File: config.mk
export PLATFORM = sky130hd
export DESIGN_NAME = mul_iter_param
export DESIGN_NICKNAME = d
export VERILOG_FILES = /design/src/rtl/mul_iter_param.sv
export SDC_FILE = /design/constraint.sdc
export NUM_CORES = 1
export LEC_CHECK = 0
export ABC_AREA = 1
export BUFFER_PORTS_ARGS = -buffer_cell sky130_fd_sc_hd__buf_2
export CAP_MARGIN = 40
export CORE_ASPECT_RATIO = 1.75
export CORE_MARGIN = 4
export CORE_UTILIZATION = 30
export DETAILED_ROUTE_END_ITERATION = 16
export SLEW_MARGIN = 20
export SYNTH_ARGS = -nofsm -noshare
export SYNTH_HDL_FRONTEND = slang
export SYNTH_SLANG_ARGS = --single-unit
File: constraint.sdc
create_clock -name clk -period 4.1 [get_ports clk]
set_input_delay 0.41 -clock clk [delete_from_list [all_inputs] [get_ports clk]]
set_output_delay 0.41 -clock clk [all_outputs]
set_load 0.02 [all_outputs]
File: src/rtl/mul_iter_param.sv
// Purpose : iterative shift-add multiplier with MUL/MADD/MSUB modes and flush.
// Latency : N+1 edges after the start edge, with N = WIDTH/BITS_PER_CYCLE. ready_o is high in the cycle after that.
// Backpr. : result and ready_o are held while start_i stays high. Dropping start_i releases the unit.
//
// Ports:
//   clk, rst            clock and synchronous active-high reset
//   start_i             request; sampled in IDLE; keep high until the result is consumed
//   cancel_i            flush; forces IDLE from any busy or done state
//   mul_signed_i, op_i  signedness; op 00 MUL, 01 MADD, 10 MSUB, 11 behaves as MUL
//   ina, inb, acc_i     multiplicand, multiplier, 2*WIDTH accumulator
//   result_o, ready_o   final result, which is 0 unless ready_o is high
//   busy_o              high in CALC and FIX
module mul_iter_param #(
    parameter int WIDTH          = 32,
    parameter int BITS_PER_CYCLE = 1
) (
    input  logic                 clk,
    input  logic                 rst,
    input  logic                 start_i,
    input  logic                 cancel_i,
    input  logic                 mul_signed_i,
    input  logic [1:0]           op_i,
    input  logic [WIDTH-1:0]     ina,
    input  logic [WIDTH-1:0]     inb,
    input  logic [2*WIDTH-1:0]   acc_i,
    output logic [2*WIDTH-1:0]   result_o,
    output logic                 ready_o,
    output logic                 busy_o
);
    localparam int PW = 2 * WIDTH;
    localparam int N  = WIDTH / BITS_PER_CYCLE;
    localparam int CW = $clog2(N + 1);

    typedef enum logic [1:0] {S_IDLE, S_CALC, S_FIX, S_DONE} state_t;

    state_t          r_state;
    logic [PW-1:0]   r_mcand;     // multiplicand magnitude, shifted left each step
    logic [WIDTH-1:0] r_mplier;   // multiplier magnitude, shifted right each step
    logic [PW-1:0]   r_partial;
    logic [PW-1:0]   r_acc;
    logic [1:0]      r_op;
    logic            r_neg;       // signed op with differing operand signs
    logic [CW-1:0]   r_cnt;
    logic [PW-1:0]   r_result;
    logic            r_ready;
    logic            r_busy;

    logic [WIDTH-1:0] w_a_mag;
    logic [WIDTH-1:0] w_b_mag;
    logic [PW-1:0]    w_addend;
    logic [PW-1:0]    w_product;
    logic [PW-1:0]    w_result;

    // The most-negative value negates to itself. Read as unsigned, that is exactly its magnitude.
    assign w_a_mag = (mul_signed_i && ina[WIDTH-1]) ? -ina : ina;
    assign w_b_mag = (mul_signed_i && inb[WIDTH-1]) ? -inb : inb;

    // Multiplicand times the low BITS_PER_CYCLE multiplier bits, built from shifted copies.
    always_comb begin
        w_addend = '0;
        for (int i = 0; i < BITS_PER_CYCLE; i++) begin
            if (r_mplier[i]) begin
                w_addend = w_addend + (r_mcand << i);
            end
        end
    end

    assign w_product = r_neg ? -r_partial : r_partial;

    always_comb begin
        case (r_op)
            2'b01:   w_result = r_acc + w_product;
            2'b10:   w_result = r_acc - w_product;
            default: w_result = w_product;
        endcase
    end

    always_ff @(posedge clk) begin
        if (rst) begin
            r_state   <= S_IDLE;
            r_mcand   <= '0;
            r_mplier  <= '0;
            r_partial <= '0;
            r_acc     <= '0;
            r_op      <= '0;
            r_neg     <= 1'b0;
            r_cnt     <= '0;
            r_result  <= '0;
            r_ready   <= 1'b0;
            r_busy    <= 1'b0;
        end else if (cancel_i) begin
            // A flush wins over start in IDLE and over completion in FIX.
            r_state  <= S_IDLE;
            r_result <= '0;
            r_ready  <= 1'b0;
            r_busy   <= 1'b0;
        end else begin
            case (r_state)
                S_IDLE: begin
                    r_result <= '0;
                    r_ready  <= 1'b0;
                    if (start_i) begin
                        r_mcand   <= {{WIDTH{1'b0}}, w_a_mag};
                        r_mplier  <= w_b_mag;
                        r_acc     <= acc_i;
                        r_op      <= op_i;
                        r_neg     <= mul_signed_i & (ina[WIDTH-1] ^ inb[WIDTH-1]);
                        r_partial <= '0;
                        r_cnt     <= '0;
                        r_busy    <= 1'b1;
                        r_state   <= S_CALC;
                    end
                end
                S_CALC: begin
                    r_partial <= r_partial + w_addend;
                    r_mcand   <= r_mcand << BITS_PER_CYCLE;
                    r_mplier  <= r_mplier >> BITS_PER_CYCLE;
                    r_cnt     <= r_cnt + CW'(1);
                    if (r_cnt == CW'(N - 1)) begin
                        r_state <= S_FIX;
                    end
                end
                S_FIX: begin
                    r_result <= w_result;
                    r_ready  <= 1'b1;
                    r_busy   <= 1'b0;
                    r_state  <= S_DONE;
                end
                S_DONE: begin
                    if (!start_i) begin
                        r_result <= '0;
                        r_ready  <= 1'b0;
                        r_state  <= S_IDLE;
                    end
                end
                default: r_state <= S_IDLE;
            endcase
        end
    end

    assign result_o = r_result;
    assign ready_o  = r_ready;
    assign busy_o   = r_busy;
endmodule
==> flow_summary.json <==
{
  "numCtsBuffers": 35,
  "ys_dominant_reg_cell": "dfxtp_1",
  "max-slew-margin-rel_pct": 37.4,
  "yosys_warnings": 0,
  "rsz0062_at_grt": "true",
  "vias": 31200,
  "wire_per_inst_um": 16.5,
  "grt_max_degree": 86,
  "crit_type": "reg -> reg",
  "io_pins": 201,
  "holdCritPathClass": "in -> reg",
  "layout_setup_ws_ps": -491,
  "hpwl_um": 86200,
  "placed_area_um2": 33300,
  "first_pass_iters": 7,
  "die_x_um": 231,
  "cts_buffer_depth": 3,
  "drive_gt1_share_pct": 29.3,
  "ys_seq_area_share_pct": 23.1,
  "first_iter_violations": 1393,
  "die-area_um2": 92000,
  "die_h_um": 398,
  "p_per_area_nw_per_um2": 380,
  "setup.worst_path.end_class": "flop",
  "p_leak_nw": 18.8,
  "clk_latency_ps": 590,
  "synthCells": 4400,
  "use_met3_pct": 2.49,
  "wl_um": 106000,
  "synth_area_leaders": "dfxtp_1, nand2_1, a21oi_1, nor2_1, inv_1",
  "avgSynthCellArea_um2": 5.94,
  "layout_common_cells": "nand2_1, buf_4, inv_1",
  "cp.arrival_ps": 5110,
  "clk_pin_slew_ps": 70,
  "hold_viol_final": 0,
  "post-place-ws_ps": -951,
  "yosysTopAreaCell": "dfxtp_1",
  "ant_nets": 0,
  "p_switching_mw": 5.67,
  "ctsRootBufferMaster": "clkbuf_16",
  "fin_worst_skew_ps": 13.9,
  "max_slew.worst_pin.slew_ps": 929,
  "vias_per_cell": 4.86,
  "final_max_slew_viol_count": 0,
  "switching_share_pct": 39.7,
  "synth_edf_count": 0,
  "syn_nets": 4674,
  "antenna_found_initial": 12,
  "peakVddDrop_v": 0.000256,
  "synth_cell_types": 53,
  "cts_tree": "yes",
  "grtUsageTotal_pct": 22.2,
  "grt_pass1_wl_um": 164000,
  "yosysTopAreaCellShare_pct": 23.1,
  "synthArstFlopShare_pct": 0,
  "clock_power_share_pct": 25.7,
  "numPortBuffers": 200,
  "layout_commonest_cell": "nand2_1",
  "drc_errors": 0,
  "top_usage_layer": "met2",
  "grt_pass1_vias": 31700,
  "num_rows": 142,
  "worstSetupStartpointType": "flop",
  "period_minus_slack_ps": 4590,
  "setup_tns_ps": -11840,
  "initial_core_util_pct": 30.4,
  "grt_use_met2_pct": 42.2,
  "syn_area_um2": 26100,
  "intPower_mw": 8.62,
  "gp_congestion": 0.979,
  "max_freq_mhz": 218,
  "period_share_pct": 112,
  "crit_top_cell": "a21oi_2",
  "final_area_um2": 37600,
  "outcome": "complete, but fails checks",
  "coreArea_um2": 86000,
  "slowest_stage": "ha_2",
  "grt-ovfl-total": 0,
  "ys_seq_elements": 301,
  "cp_slowest_stage_delay_ps": 370,
  "violations": "negative setup slack",
  "cts.htree.levels": 2,
  "seqPwrFrac_pct": 22.0,
  "area_growth_pct": 43.9,
  "met1_usage_pct": 22.5,
  "crit_fanout": 6,
  "nNetsFinal": 5525,
  "cap_violations": 0,
  "required_ps": 4620,
  "setup_violations": 44,
  "cts_sinks": 301,
  "combPwrFrac_pct": 52.3
}
[cells by family after synthesis]
group,share of synthesized area [%]
AOI/OAI and AO/OA,22.7
xor gates and xnor gates,4.70
adders and majority gates,6.72
buffers and inverters,10.7
DFF,23.1
and+or+nand+nor,32.2
[power by group through the flow]
stage	Combinational, mW	Sequential [mW]	Clock (mW)
after CTS	6.94	3.14	3.76
after global routing	8.05	3.16	3.84
after global placement	5.67	3.21	0
after detailed placement	5.70	3.21	0
after floorplan	2.83	3.17	0
final	7.47	3.15	3.67
[registers in the layout, indices dropped and copies added, names as in the netlist]
name and cells:
r_neg 1, busy_o 1, r_cnt 6, r_state 2, result_o 64, r_partial 64
r_mcand 64, r_acc 64, ready_o 1, r_mplier 32, r_op 2
[path summary, 6_finish.rpt]
kind / from / endpoint / cells past startpoint / slack (ps)
worst max-delay path: r_partial[1] / result_o[58] / 30 / -490
worst min-delay path: acc_i[61] / r_acc[61] / 3 / 40
worst max register to register: r_partial[1] / result_o[58] / 30 / -490
worst min register to register: result_o[36] / result_o[36] / 2 / 460
[per-stage QoR]
stage          instances  util [%]  total power [mW]  hold WS (ps)
6_report            6432      43.7              14.3          43.4
5_1_grt             6432      43.7              15.1          29.7
4_1_cts             6410      42.7              13.8          19.4
3_5_place_dp        6294      38.8              8.90           452
3_3_place_gp        6293      38.7              8.88           450
2_1_floorplan       4400         -              6.01           433
[worst max-delay path: cells and delay by family, from the launching register on]
| kind | cells | cell delay (ps) |
|---|---|---|
| adders and majority gates | 1 | 370 |
| and+or+nand+nor | 18 | 2010 |
| AOI/OAI and AO/OA | 7 | 1140 |
| buffers and inverters | 3 | 410 |
| xor gates and xnor gates | 1 | 260 |
| DFF | 1 | 330 |
[cell type report]
cell class                 instances  area [um2]
clock buffer                      45         983
fill                            9140       48400
clock inverter                    19         357
multi-input combinational       3365       19500
sequential                       301        6050
antenna                            2        5.00
inverter                         586        2210
timing repair buffer             962        7040
tap                             1152        1440
[repair_timing]
action	4_1_cts	5_1_grt
pin swaps	168	101
endpoints found under the setup margin	45	50
hold buffers	0	0
setup buffers	58	19
gates resized for setup	483	166
[routing by layer]
layer	up-vias	wire, um
met5	-	98
met1	14000	39500
met3	324	3660
met4	18	8600
met2	721	54400
li1	16100	-
[synth_stat cells (all sizes together), types with 10 or more instances]
library cell and instances:
a211oi 10, a21boi 10, a21o 15, a21oi 477, a31oi 39, buf 17
clkbuf 131, dfxtp 301, ha 137, inv 582, nand2 1034, nand3 192
nand3b 19, nand4 50, nor2 598, nor3 49, nor4 23, o211ai 55
o21a 23, o21ai 402, o21bai 33, or2 26, xnor2 41, xor2 99
Power figures use the tool's default switching activity.
